**src/rtl/lc3_pkg.sv**
```systemverilog
// Shared types and helpers for the LC-3 fetch stage.
package lc3_pkg;

  localparam int unsigned LC3_WORD_W = 16;

  typedef enum logic [1:0] {
    IDLE,
    REQ,
    HOLD
  } fetch_state_t;

  typedef enum logic [1:0] {
    A2_ZERO,
    A2_OFF6,
    A2_OFF9,
    A2_OFF11
  } addr2_sel_t;

  // Sign-extended IR offset field selected by the ADDR2 mux.
  function automatic logic [LC3_WORD_W-1:0] sext_field(input logic [LC3_WORD_W-1:0] ir,
                                                       input addr2_sel_t sel);
    logic [LC3_WORD_W-1:0] res;
    res = '0;
    unique case (sel)
      A2_ZERO:  res = '0;
      A2_OFF6:  res = {{10{ir[5]}}, ir[5:0]};
      A2_OFF9:  res = {{7{ir[8]}}, ir[8:0]};
      A2_OFF11: res = {{5{ir[10]}}, ir[10:0]};
      default:  res = '0;
    endcase
    return res;
  endfunction

endpackage

```
**src/rtl/lc3_addr_gen.sv**
```systemverilog
// Redirect target adder: ADDR1 (PC or base register) plus sign-extended IR offset.
module lc3_addr_gen
  import lc3_pkg::*;
(
  input  logic [LC3_WORD_W-1:0] pc_i,
  input  logic [LC3_WORD_W-1:0] base_reg_i,
  input  logic [LC3_WORD_W-1:0] ir_i,
  input  logic                  addr1_sel_i,
  input  logic [1:0]            addr2_sel_i,
  output logic [LC3_WORD_W-1:0] target_o
);

  logic [LC3_WORD_W-1:0] addr1;
  logic [LC3_WORD_W-1:0] addr2;

  always_comb begin
    addr1    = addr1_sel_i ? base_reg_i : pc_i;
    addr2    = sext_field(ir_i, addr2_sel_t'(addr2_sel_i));
    target_o = addr1 + addr2;
  end

endmodule

```
**src/rtl/lc3_fetch_unit.sv**
```systemverilog
// LC-3 instruction fetch stage: owns PC, MAR and IR, fetches over a req/ready
// handshake and computes the next PC on decoder acceptance.
module lc3_fetch_unit
  import lc3_pkg::*;
#(
  parameter logic [15:0] RESET_PC = 16'h0000,
  parameter int unsigned DATA_W   = 16
) (
  input  logic              Clk,
  input  logic              Reset_n,
  input  logic              Run,
  output logic              mem_req,
  output logic [DATA_W-1:0] mem_addr,
  input  logic [DATA_W-1:0] mem_rdata,
  input  logic              mem_ready,
  output logic [DATA_W-1:0] ir,
  output logic              ir_valid,
  input  logic              ir_ready,
  input  logic              redirect,
  input  logic              addr1_sel,
  input  logic [1:0]        addr2_sel,
  input  logic [DATA_W-1:0] base_reg,
  output logic [DATA_W-1:0] pc,
  output logic              busy
);

  fetch_state_t      state_q, state_d;
  logic [DATA_W-1:0] pc_q, pc_d;
  logic [DATA_W-1:0] mar_q, mar_d;
  logic [DATA_W-1:0] ir_q, ir_d;
  logic [DATA_W-1:0] target;
  logic [DATA_W-1:0] next_pc;

  lc3_addr_gen u_addr_gen (
    .pc_i       (pc_q),
    .base_reg_i (base_reg),
    .ir_i       (ir_q),
    .addr1_sel_i(addr1_sel),
    .addr2_sel_i(addr2_sel),
    .target_o   (target)
  );

  always_ff @(posedge Clk or negedge Reset_n) begin
    if (!Reset_n) begin
      state_q <= IDLE;
      pc_q    <= RESET_PC;
      mar_q   <= RESET_PC;
      ir_q    <= '0;
    end else begin
      state_q <= state_d;
      pc_q    <= pc_d;
      mar_q   <= mar_d;
      ir_q    <= ir_d;
    end
  end

  always_comb begin
    state_d = state_q;
    pc_d    = pc_q;
    mar_d   = mar_q;
    ir_d    = ir_q;
    next_pc = redirect ? target : pc_q;
    case (state_q)
      IDLE: begin
        if (Run) begin
          state_d = REQ;
          mar_d   = pc_q;
        end
      end
      REQ: begin
        // Run is not sampled here: an issued request always completes.
        if (mem_ready) begin
          ir_d    = mem_rdata;
          pc_d    = pc_q + 1'b1;
          state_d = HOLD;
        end
      end
      HOLD: begin
        if (ir_ready) begin
          pc_d    = next_pc;
          mar_d   = next_pc;
          state_d = Run ? REQ : IDLE;
        end
      end
      default: state_d = IDLE;
    endcase
  end

  assign mem_req  = (state_q == REQ);
  assign mem_addr = mar_q;
  assign ir       = ir_q;
  assign ir_valid = (state_q == HOLD);
  assign pc       = pc_q;
  assign busy     = (state_q != IDLE);

endmodule

```
**config.mk**
```make
export PLATFORM = sky130hd
export DESIGN_NAME = lc3_fetch_unit
export DESIGN_NICKNAME = d
export VERILOG_FILES = /design/src/rtl/lc3_pkg.sv /design/src/rtl/lc3_addr_gen.sv /design/src/rtl/lc3_fetch_unit.sv
export SDC_FILE = /design/constraint.sdc
export NUM_CORES = 1
export LEC_CHECK = 0
export ABC_AREA = 1
export CAP_MARGIN = 10
export CORE_MARGIN = 8
export CORE_UTILIZATION = 40
export CTS_CLUSTER_SIZE = 12
export DETAILED_ROUTE_END_ITERATION = 6
export GPL_ROUTABILITY_DRIVEN = 0
export GPL_TIMING_DRIVEN = 0
export PLACE_DENSITY = 0.66
export SYNTH_ARGS = -nofsm -noshare
export SYNTH_HDL_FRONTEND = slang
export SYNTH_SLANG_ARGS = --single-unit
```
**constraint.sdc**
```tcl
create_clock -name Clk -period 2.55 [get_ports Clk]
set_input_delay 0.255 -clock Clk [delete_from_list [all_inputs] [get_ports Clk]]
set_output_delay 0.255 -clock Clk [all_outputs]
set_load 0.01 [all_outputs]
```
# Word-level counts from Yosys, hierarchy flattened

Cells that the tools add are included.

Register bits after elaboration: 50
Output and inout port bits: 51
Input port bits: 41
Word-level logic and storage cells: 36

Equal/unequal tests: 8
Muxes and demuxes: 13
Reduce and logical (&&, ||, !) cells: 9
$add $sub $neg: 2

Operators by type and width:

| kind                                                             | count |
|---|---|
| 16-bit two-way mux                                               | 5 |
| 16-bit one-hot mux with 2 select lines                           | 2 |
| 16-bit one-hot mux with 4 select lines                           | 1 |
| 16-bit by 1-bit adder with 16-bit output (second input constant) | 1 |
| 16-bit adder                                                     | 1 |
| 3-bit AND reduction                                              | 3 |
| 2-bit == test (second input constant)                            | 3 |
| 2-bit two-way mux                                                | 3 |
| 2-bit one-hot mux with 3 select lines                            | 1 |
| 2-bit nonzero test                                               | 3 |
| 2-bit by 1-bit == test with 1-bit output (second input constant) | 2 |
| 2-bit logical NOT                                                | 2 |
| 2-bit by 1-bit != test with 1-bit output (second input constant) | 2 |
| 2-bit != test (second input constant)                            | 1 |
| 2-bit AND reduction                                              | 1 |
| 1-bit two-way mux                                                | 1 |

# Depth between registers and ports, before layout

Gate-level depths: netlist of the first run.

Depth after elaboration: 6
Gate-level depth with buffers: 19
Depth with buffers taken out: 17

# Hierarchy

A second synthesis of the first run with hierarchy kept.

Cell total of the unflattened synthesis: 596
Area total of the unflattened synthesis: 4053.9 sq um

By module, submodules not included:

| module         | area an instance (sq um) | seq. area each (sq um) | cells an instance | times used |
|---|---|---|---|---|
| lc3_fetch_unit | 2768.9                   | 1251.2                 | 363               | 1 |
| lc3_addr_gen   | 1285.0                   | 0.0                    | 233               | 1 |

# Worst setup path after synthesis of the first run

No wires, ideal clock.

Path type: input-to-reg
Start point: input addr1_sel
End point: register pc_q[8], in the netlist pc[8]
Path buffers: 2
Slack: 131 ps
Arrival time: 2341 ps
Data required time: 2473 ps
Setup time: 77 ps
Stages: 16
Cells stage by stage: buf_6 -> clkbuf_1 -> nand2_1 -> o21ai_0 -> ha_1 -> inv_1 -> fa_1 -> o21ai_0 -> a21boi_0 -> nor2_1 -> nand2_1 -> nand2_1 -> a21oi_1 -> o21ai_0 -> nand2_1 -> a21oi_1

Longest elaborated chain between the ends: 5

Ends and longest elaborated chain:

| element                                | line                 | source |
|---|---|---|
| start: declaration                     | lc3_fetch_unit.sv:20 | `input logic addr1_sel,` |
| 16-bit two-way mux                     | lc3_addr_gen.sv:17   | `addr1 = addr1_sel_i ? base_reg_i : pc_i;` |
| 16-bit adder                           | lc3_addr_gen.sv:19   | `target_o = addr1 + addr2;` |
| 16-bit two-way mux                     | lc3_fetch_unit.sv:62 | `next_pc = redirect ? target : pc_q;` |
| 16-bit two-way mux                     | lc3_fetch_unit.sv:79 | `if (ir_ready) begin` |
| 16-bit one-hot mux with 2 select lines | lc3_fetch_unit.sv:63 | `case (state_q)` |
| end signal: assignment                 | lc3_fetch_unit.sv:51 | `pc_q <= pc_d;` |
| end: declaration                       | lc3_fetch_unit.sv:28 | `logic [DATA_W-1:0] pc_q, pc_d;` |

No other way between the ends. The select of a mux whose other input is x is not followed.
A chain may end at the register's enable or synchronous reset.

# Final worst setup path of the first run

Start point: register pc_q[3], in the netlist pc[3]
End point: register mar_q[7], in the netlist mem_addr[7]

Longest elaborated chain between the ends: 5

Ends and longest elaborated chain:

| element                                | line                 | source |
|---|---|---|
| 16-bit two-way mux                     | lc3_addr_gen.sv:17   |  |
| 16-bit adder                           | lc3_addr_gen.sv:19   |  |
| 16-bit two-way mux                     | lc3_fetch_unit.sv:62 |  |
| 16-bit two-way mux                     | lc3_fetch_unit.sv:79 |  |
| 16-bit one-hot mux with 2 select lines | lc3_fetch_unit.sv:63 |  |
| end signal: assignment                 | lc3_fetch_unit.sv:52 | `mar_q <= mar_d;` |
| end: declaration                       | lc3_fetch_unit.sv:29 | `logic [DATA_W-1:0] mar_q, mar_d;` |

No other way between the ends. The select of a mux whose other input is x is not followed.

==> run_summary.xml, run 1 <==
<?xml version="1.0" encoding="UTF-8"?>
<metrics>
  <group name="outcome">
    <metric name="status" unit="">completed</metric>
  </group>
  <group name="pwr">
    <metric name="worst_ir_drop_vdd" unit="mV">0.494</metric>
    <metric name="total_power" unit="mW">5.63</metric>
    <metric name="cellLeakagePower" unit="nW">2.38</metric>
    <metric name="cellPowerDensity" unit="nW/um^2">1140</metric>
  </group>
  <group name="synth">
    <metric name="netlist-cell-type-count" unit="">38</metric>
    <metric name="synth_adder_area_share" unit="%">4.93</metric>
    <metric name="ys_warn_count" unit="">0</metric>
    <metric name="syn-instance-count" unit="">526</metric>
    <metric name="syn-mean-instance-area" unit="um^2">7.04</metric>
    <metric name="net_count_after_synthesis" unit="">581</metric>
    <metric name="synth_simple_gate_area_share" unit="%">27.5</metric>
    <metric name="synthesis.area" unit="um^2">3700</metric>
    <metric name="synth_ff_type" unit="">dfrtp_1</metric>
    <metric name="synth_top_family_by_area" unit="">simple AND/OR/NAND/NOR gates</metric>
    <metric name="yosys.area_share.xor_xnor" unit="%">2.60</metric>
    <metric name="synthArstFlopShare" unit="%">100</metric>
    <metric name="synth_register_bits" unit="">50</metric>
    <metric name="synth_edf_count" unit="">0</metric>
    <metric name="cell_type_with_the_largest_total_area_after_synthesis" unit="">dfrtp_1</metric>
    <metric name="synth_compound_gate_area_share" unit="%">17.8</metric>
    <metric name="synth.top_cell.area_share" unit="%">33.8</metric>
    <metric name="seq_total_area_yosys" unit="%">33.8</metric>
    <metric name="synth.top_cells.by_area" unit="">dfrtp_1 (34%), nand2_1 (11%), a21oi_1 (7.0%)</metric>
    <metric name="synth.area.mux_share" unit="%">3.34</metric>
  </group>
  <group name="global_route">
    <metric name="global_route.overflow_total" unit="">0</metric>
    <metric name="track_usage" unit="%">17.9</metric>
    <metric name="grt_pass1_vias" unit="">3817</metric>
    <metric name="grt_start_max_net_pins" unit="">27</metric>
    <metric name="grt_pass1_wl" unit="um">18600</metric>
    <metric name="antenna_found_initial" unit="">0</metric>
  </group>
  <group name="cells_and_area">
    <metric name="layout.cells.most_common" unit="">nand2_1</metric>
    <metric name="n_antenna_cell" unit="">0</metric>
    <metric name="post_route_cells_drive_above_1_share" unit="%">13.2</metric>
    <metric name="final_net_count" unit="">685</metric>
    <metric name="layout_common_cells" unit="">nand2_1 (102), clkdlybuf4s50_1 (86), inv_1 (65), nor2_1 (60), a21oi_1 (50)</metric>
    <metric name="growth_of_design_area_from_synthesis_to_finish" unit="%">33.4</metric>
    <metric name="final_cell_count_no_fill" unit="">741</metric>
  </group>
  <group name="setup_path">
    <metric name="worst-setup-path-type" unit="">flip-flop to flip-flop</metric>
    <metric name="worst_setup_path_start_kind" unit="">flip-flop</metric>
    <metric name="crit_path_max_fanout" unit="">6</metric>
    <metric name="crit_path_end_kind" unit="">flip-flop</metric>
    <metric name="worst-endpoint-arrival" unit="ns">2.55</metric>
    <metric name="worst-endpoint-required" unit="ns">2.76</metric>
  </group>
  <group name="floorplanning">
    <metric name="die_area" unit="um^2">12600</metric>
    <metric name="die-height" unit="um">112</metric>
    <metric name="ios" unit="">92</metric>
    <metric name="core" unit="um^2">9110</metric>
    <metric name="floorplan.initialDensity" unit="%">40.7</metric>
    <metric name="floorplan_die_width" unit="um">112</metric>
    <metric name="core.rowCount" unit="">35</metric>
  </group>
  <group name="placement">
    <metric name="pre_cts_slack" unit="ns">-0.935</metric>
    <metric name="detailed_place_hpwl" unit="um">8980</metric>
    <metric name="dpl.cell_count" unit="">726</metric>
    <metric name="place.port_buffers" unit="">88</metric>
  </group>
  <group name="flow_run">
    <metric name="cap_viol_max_count" unit="">0</metric>
  </group>
  <group name="route">
    <metric name="length_of_the_first_detailed_routing_pass_in_iterations" unit="">4</metric>
    <metric name="route.vias.total" unit="">3867</metric>
    <metric name="drt-initial-drc-count" unit="">168</metric>
    <metric name="via_per_instance_ratio" unit="">5.22</metric>
    <metric name="detail_route.wl_per_cell" unit="um">15.0</metric>
    <metric name="drt_wl_total" unit="um">11100</metric>
    <metric name="drt_drc_violations_left" unit="">0</metric>
    <metric name="detail-route-antenna-nets" unit="">0</metric>
  </group>
  <group name="clocking">
    <metric name="clk_latency" unit="ns">0.31</metric>
    <metric name="path_clk_slew" unit="ns">0.10</metric>
    <metric name="number_of_buffers_on_the_longest_clock_path" unit="">2</metric>
    <metric name="cts.sinks" unit="">50</metric>
    <metric name="h-tree-depth" unit="">2</metric>
    <metric name="numCtsBuffers" unit="">5</metric>
    <metric name="cts-root-buf" unit="">clkbuf_8</metric>
    <metric name="cts_tree" unit="">built</metric>
  </group>
  <group name="timing">
    <metric name="period_minus_slack" unit="ns">2.34</metric>
    <metric name="fmax" unit="GHz">0.427</metric>
    <metric name="tightestPinTransition" unit="ns">0.607</metric>
    <metric name="timing.final.hold_violations" unit="">0</metric>
    <metric name="final-setup-viol-count" unit="">0</metric>
    <metric name="fin_hold_ws" unit="ns">0.493</metric>
    <metric name="report.final.slew_viol_count" unit="">0</metric>
    <metric name="worst_slack" unit="ns">0.206</metric>
    <metric name="relSlewSlack" unit="%">59.6</metric>
    <metric name="final_min_period_over_clock_period" unit="%">91.9</metric>
    <metric name="clock_skew" unit="ns">0.0154</metric>
    <metric name="tns" unit="ns">0</metric>
  </group>
  <group name="min_path">
    <metric name="worstHoldPathType" unit="">primary input to async pin</metric>
  </group>
</metrics>
==> final cells by class <==
cell class	instances	area, um^2
sequential	50	1260
inverter	74	278
fill	905	4170
buffer	20	109
tap	111	139
clock buffer	5	68.8
timing repair buffer	98	968
clock inverter	2	13.8
multi-input combinational	381	2110
==> where the power goes <==
part           total, mW  switching (mW)  internal, mW
clock network      0.476           0.286         0.191
registers           1.51           0.344          1.17
logic               3.64            1.98          1.65
==> worst paths after layout <==
| check | start | end | slack, ns | depth (start not counted) |
|---|---|---|---|---|
| max | pc[3] | mem_addr[7] | 0.21 | 14 |
| min | Reset_n | state_q[0] | 0.49 | 2 |
| max reg2reg | pc[3] | mem_addr[7] | 0.21 | 14 |
| min reg2reg | mem_addr[7] | mem_addr[7] | 0.49 | 2 |
| max in group asynchronous | Reset_n | pc[9] | 1.48 | 3 |
| min in group Clk | mem_addr[7] | mem_addr[7] | 0.49 | 2 |
==> worst max-delay path: stages, from the launching register on <==
cell      delay, ns
dfrtp_2        0.43
inv_2          0.08
o21ai_0        0.23
ha_1           0.32
nand2_1        0.10
inv_1          0.04
nand2_1        0.06
nand2_1        0.09
a21oi_2        0.18
o21bai_1       0.11
xor2_1         0.15
o21ai_1        0.20
o21ai_1        0.13
nand2_1        0.08
nand2_1        0.05
==> flip-flops by register name, indices dropped and copies added, names as in the netlist <==
name	cells
mem_addr	16
state_q	2
pc	16
ir	16
==> metal layers <==
metal	vias to the layer above	track usage, %	share of wire, %
met5	-	0	0
met1	1806	21.6	42
met2	125	30.9	48
li1	1919	-	-
met3	17	4.78	7.9
met4	0	4.32	1.5
==> kinds of logic after synthesis <==
| logic type | after synthesis |
|---|---|
| simple gates | 223 |
| compound gates | 122 |
| buf+inv | 95 |
| flops | 50 |
| fa+ha+maj | 14 |
| xor+xnor | 11 |
| mux | 11 |
==> synthesized netlist by cell type (all sizes together) (2+ instances only) <==
cell type,number
clkbuf,13
o21bai,2
a21oi,53
nor4,2
nor2,63
xor2,7
inv,74
xnor2,4
a31oi,15
nand2,114
o21ai,44
buf,8
mux2,11
nand4,3
ha,13
nand3,28
dfrtp,50
nor3,11
a22oi,6
==> through the flow <==
step                util (%)  cell area (um^2)
finish                  54.3              4940
global route            54.3              4940
CTS                     53.7              4890
detailed placement      52.0              4740
global placement        51.9              4720
floorplan                  -              3700
==> what timing repair did <==
item                                    4_1_cts  5_1_grt
buffers inserted                              4        4
endpoints found under the hold margin        24        0
pin swaps                                     3        9
hold buffers                                  1        0
gates resized for setup                      14       20
endpoints found under the setup margin       26       24
Power figures use the tool's default switching activity.
==> inputs of run 2 (changes only) <==
CTS_CLUSTER_SIZE = 24   (was 12)
==> results of run 2 <==
No change in the layout: final DEF, timing and power equal those of run 1.
==> inputs of run 3 (changes only) <==
CORE_UTILIZATION = 48   (was 40)
PLACE_DENSITY = 0.77   (was 0.66)
==> run 3 against run 2 <==
Power is 0.75% higher. Final cell count fell by 1.2%. Sequential power hardly changed. Largest cell class unchanged. Highest routed layer unchanged.
==> run_summary.xml, run 3 (same netlist as run 1, synthesis figures left out) <==
<?xml version="1.0" encoding="UTF-8"?>
<metrics>
  <group name="outcome">
    <metric name="status" unit="">completed</metric>
  </group>
  <group name="timing">
    <metric name="period_minus_slack" unit="ns">2.47</metric>
    <metric name="relSlewSlack" unit="%">59.1</metric>
    <metric name="timing.final.hold_violations" unit="">0</metric>
    <metric name="tightestPinTransition" unit="ns">0.614</metric>
    <metric name="report.final.slew_viol_count" unit="">0</metric>
    <metric name="rsz0062_at_grt" unit="">false</metric>
    <metric name="fmax" unit="GHz">0.404</metric>
    <metric name="clock_skew" unit="ns">0.00685</metric>
    <metric name="final-setup-viol-count" unit="">0</metric>
    <metric name="worst_slack" unit="ns">0.0774</metric>
    <metric name="final_min_period_over_clock_period" unit="%">97.0</metric>
  </group>
  <group name="pwr">
    <metric name="cellPowerDensity" unit="nW/um^2">1150</metric>
    <metric name="worst_ir_drop_vdd" unit="mV">0.585</metric>
    <metric name="cellLeakagePower" unit="nW">2.38</metric>
  </group>
  <group name="clocking">
    <metric name="numCtsBuffers" unit="">5</metric>
    <metric name="cts.sinks" unit="">50</metric>
    <metric name="h-tree-depth" unit="">2</metric>
    <metric name="number_of_buffers_on_the_longest_clock_path" unit="">2</metric>
    <metric name="clk_latency" unit="ns">0.32</metric>
    <metric name="cts_tree" unit="">built</metric>
    <metric name="cts-root-buf" unit="">clkbuf_8</metric>
    <metric name="path_clk_slew" unit="ns">0.10</metric>
  </group>
  <group name="setup_path">
    <metric name="timing.rr.end" unit="">pc[11]</metric>
    <metric name="crit_end" unit="">ir_valid</metric>
    <metric name="r2r_start" unit="">pc[3]</metric>
    <metric name="worst_setup_path_start_kind" unit="">flip-flop</metric>
    <metric name="crit_start" unit="">state_q[0]</metric>
    <metric name="crit_path_max_fanout" unit="">10</metric>
    <metric name="worst-endpoint-arrival" unit="ns">2.22</metric>
    <metric name="ff2ff_path_depth" unit="">14</metric>
    <metric name="crit_path_end_kind" unit="">output port</metric>
    <metric name="r2r_setup_slack" unit="ns">0.18</metric>
    <metric name="worst-setup-path-type" unit="">flip-flop to output port</metric>
    <metric name="worst-endpoint-required" unit="ns">2.30</metric>
  </group>
  <group name="floorplanning">
    <metric name="ios" unit="">92</metric>
    <metric name="core.rowCount" unit="">32</metric>
    <metric name="core" unit="um^2">7610</metric>
    <metric name="floorplan_die_width" unit="um">104</metric>
    <metric name="die-height" unit="um">104</metric>
    <metric name="die_area" unit="um^2">10800</metric>
    <metric name="floorplan.initialDensity" unit="%">48.7</metric>
  </group>
  <group name="cells_and_area">
    <metric name="layout.cells.most_common" unit="">nand2_1</metric>
    <metric name="final_net_count" unit="">684</metric>
    <metric name="growth_of_design_area_from_synthesis_to_finish" unit="%">33.0</metric>
    <metric name="fill_count" unit="">704</metric>
    <metric name="n_antenna_cell" unit="">0</metric>
    <metric name="layout_common_cells" unit="">nand2_1 (103), clkdlybuf4s50_1 (86), inv_1 (66), nor2_1 (60), a21oi_1 (51)</metric>
    <metric name="post_route_cells_drive_above_1_share" unit="%">11.4</metric>
    <metric name="finish.utilization" unit="%">64.8</metric>
    <metric name="postLayoutCellArea" unit="um^2">4930</metric>
    <metric name="final_cell_count_no_fill" unit="">732</metric>
  </group>
  <group name="route">
    <metric name="routed.top_layer" unit="">met4</metric>
    <metric name="drt_drc_violations_left" unit="">0</metric>
    <metric name="detail-route-antenna-nets" unit="">0</metric>
    <metric name="via_per_instance_ratio" unit="">5.30</metric>
    <metric name="drt-met1-wl" unit="um">4540</metric>
    <metric name="drt_wl_total" unit="um">10800</metric>
    <metric name="route.vias.total" unit="">3876</metric>
    <metric name="drt-initial-drc-count" unit="">225</metric>
    <metric name="detailroute.wirelength.met3" unit="um">908</metric>
    <metric name="route.met2.wl" unit="um">5190</metric>
    <metric name="length_of_the_first_detailed_routing_pass_in_iterations" unit="">5</metric>
    <metric name="detail_route.wl_per_cell" unit="um">14.8</metric>
  </group>
  <group name="global_route">
    <metric name="antenna_found_initial" unit="">0</metric>
    <metric name="grt_start_max_net_pins" unit="">27</metric>
    <metric name="global_route.overflow_total" unit="">0</metric>
    <metric name="grt_pass1_vias" unit="">4002</metric>
    <metric name="track_usage" unit="%">20.3</metric>
    <metric name="grt_pass1_wl" unit="um">18600</metric>
  </group>
  <group name="placement">
    <metric name="post_dp_cell_area" unit="um^2">4730</metric>
    <metric name="place.port_buffers" unit="">88</metric>
    <metric name="pre_cts_slack" unit="ns">-0.885</metric>
    <metric name="detailed_place_hpwl" unit="um">8580</metric>
    <metric name="dpl.cell_count" unit="">717</metric>
  </group>
  <group name="flow_run">
    <metric name="cap_viol_max_count" unit="">0</metric>
  </group>
  <group name="min_path">
    <metric name="worstHoldPathType" unit="">primary input to async pin</metric>
  </group>
</metrics>
## run 3: changes by cell type in the layout (fill, tap and decap cells not counted), moves of 2 or more
cell and delta:
buf_4 -4, clkbuf_1 +2, dfrtp_1 +4, dfrtp_2 -4
## run 3: routing by layer
metal	global-route usage, %	up-vias
li1	-	1922
met1	23.8	1807
met2	34.8	130
met3	6.01	17
met4	6.00	0
met5	0	-
## run 3: repair_timing
| item | 4_1_cts | 5_1_grt |
|---|---|---|
| buffers inserted | 1 | 4 |
| hold endpoints to repair | 24 | 0 |
| cloned | 0 | 1 |
| setup endpoints to repair | 25 | 26 |
| resized for setup | 12 | 13 |
| hold buffers | 1 | 0 |
| pin swaps | 1 | 5 |
## run 3: critical path: stages (launching register included)
cell and delay (ns):
dfrtp_1 0.39, inv_1 0.09, nand2_1 0.11, inv_1 0.21, clkbuf_1 0.45, clkdlybuf4s50_1 0.65
## run 3: worst min-delay path by stage
stage,from,to,depth (start not counted),slack [ns]
after floorplan,Reset_n,ir[0],0,-0.04
after global placement,mem_addr[7],mem_addr[7],2,0.47
after detailed placement,Reset_n,mem_addr[1],1,0.30
after CTS,mem_addr[7],mem_addr[7],2,0.50
after global routing,mem_rdata[2],ir[2],3,0.51
final,Reset_n,mem_addr[1],2,0.48
## run 3: area by class of cell
class | instances | area [um^2] | share of cell area [%]
flip-flops and latches | 50 | 1250 | 25.4
clock inverters | 2 | 37.5 | 0.762
multi-input cells | 381 | 2090 | 42.5
plain buffers | 21 | 115 | 2.34
repair buffers | 96 | 951 | 19.3
inverters | 74 | 278 | 5.64
well taps | 102 | 128 | 2.59
clock buffers | 6 | 72.6 | 1.47
## run 3: through the flow
stage / TNS (ns) / power [mW] / hold WS [ns]
after floorplan: 0 / 3.60 / -0.0406
after global placement: -25.65 / 4.90 / 0.469
after detailed placement: -15.80 / 4.99 / 0.297
after CTS: -0.0285 / 5.61 / 0.497
after global routing: 0 / 6.17 / 0.508
final: 0 / 5.67 / 0.484
## run 3: power by group
group | internal (mW) | switching [mW]
Sequential | 1.16 | 0.343
Combinational | 1.62 | 1.96
Clock | 0.293 | 0.288
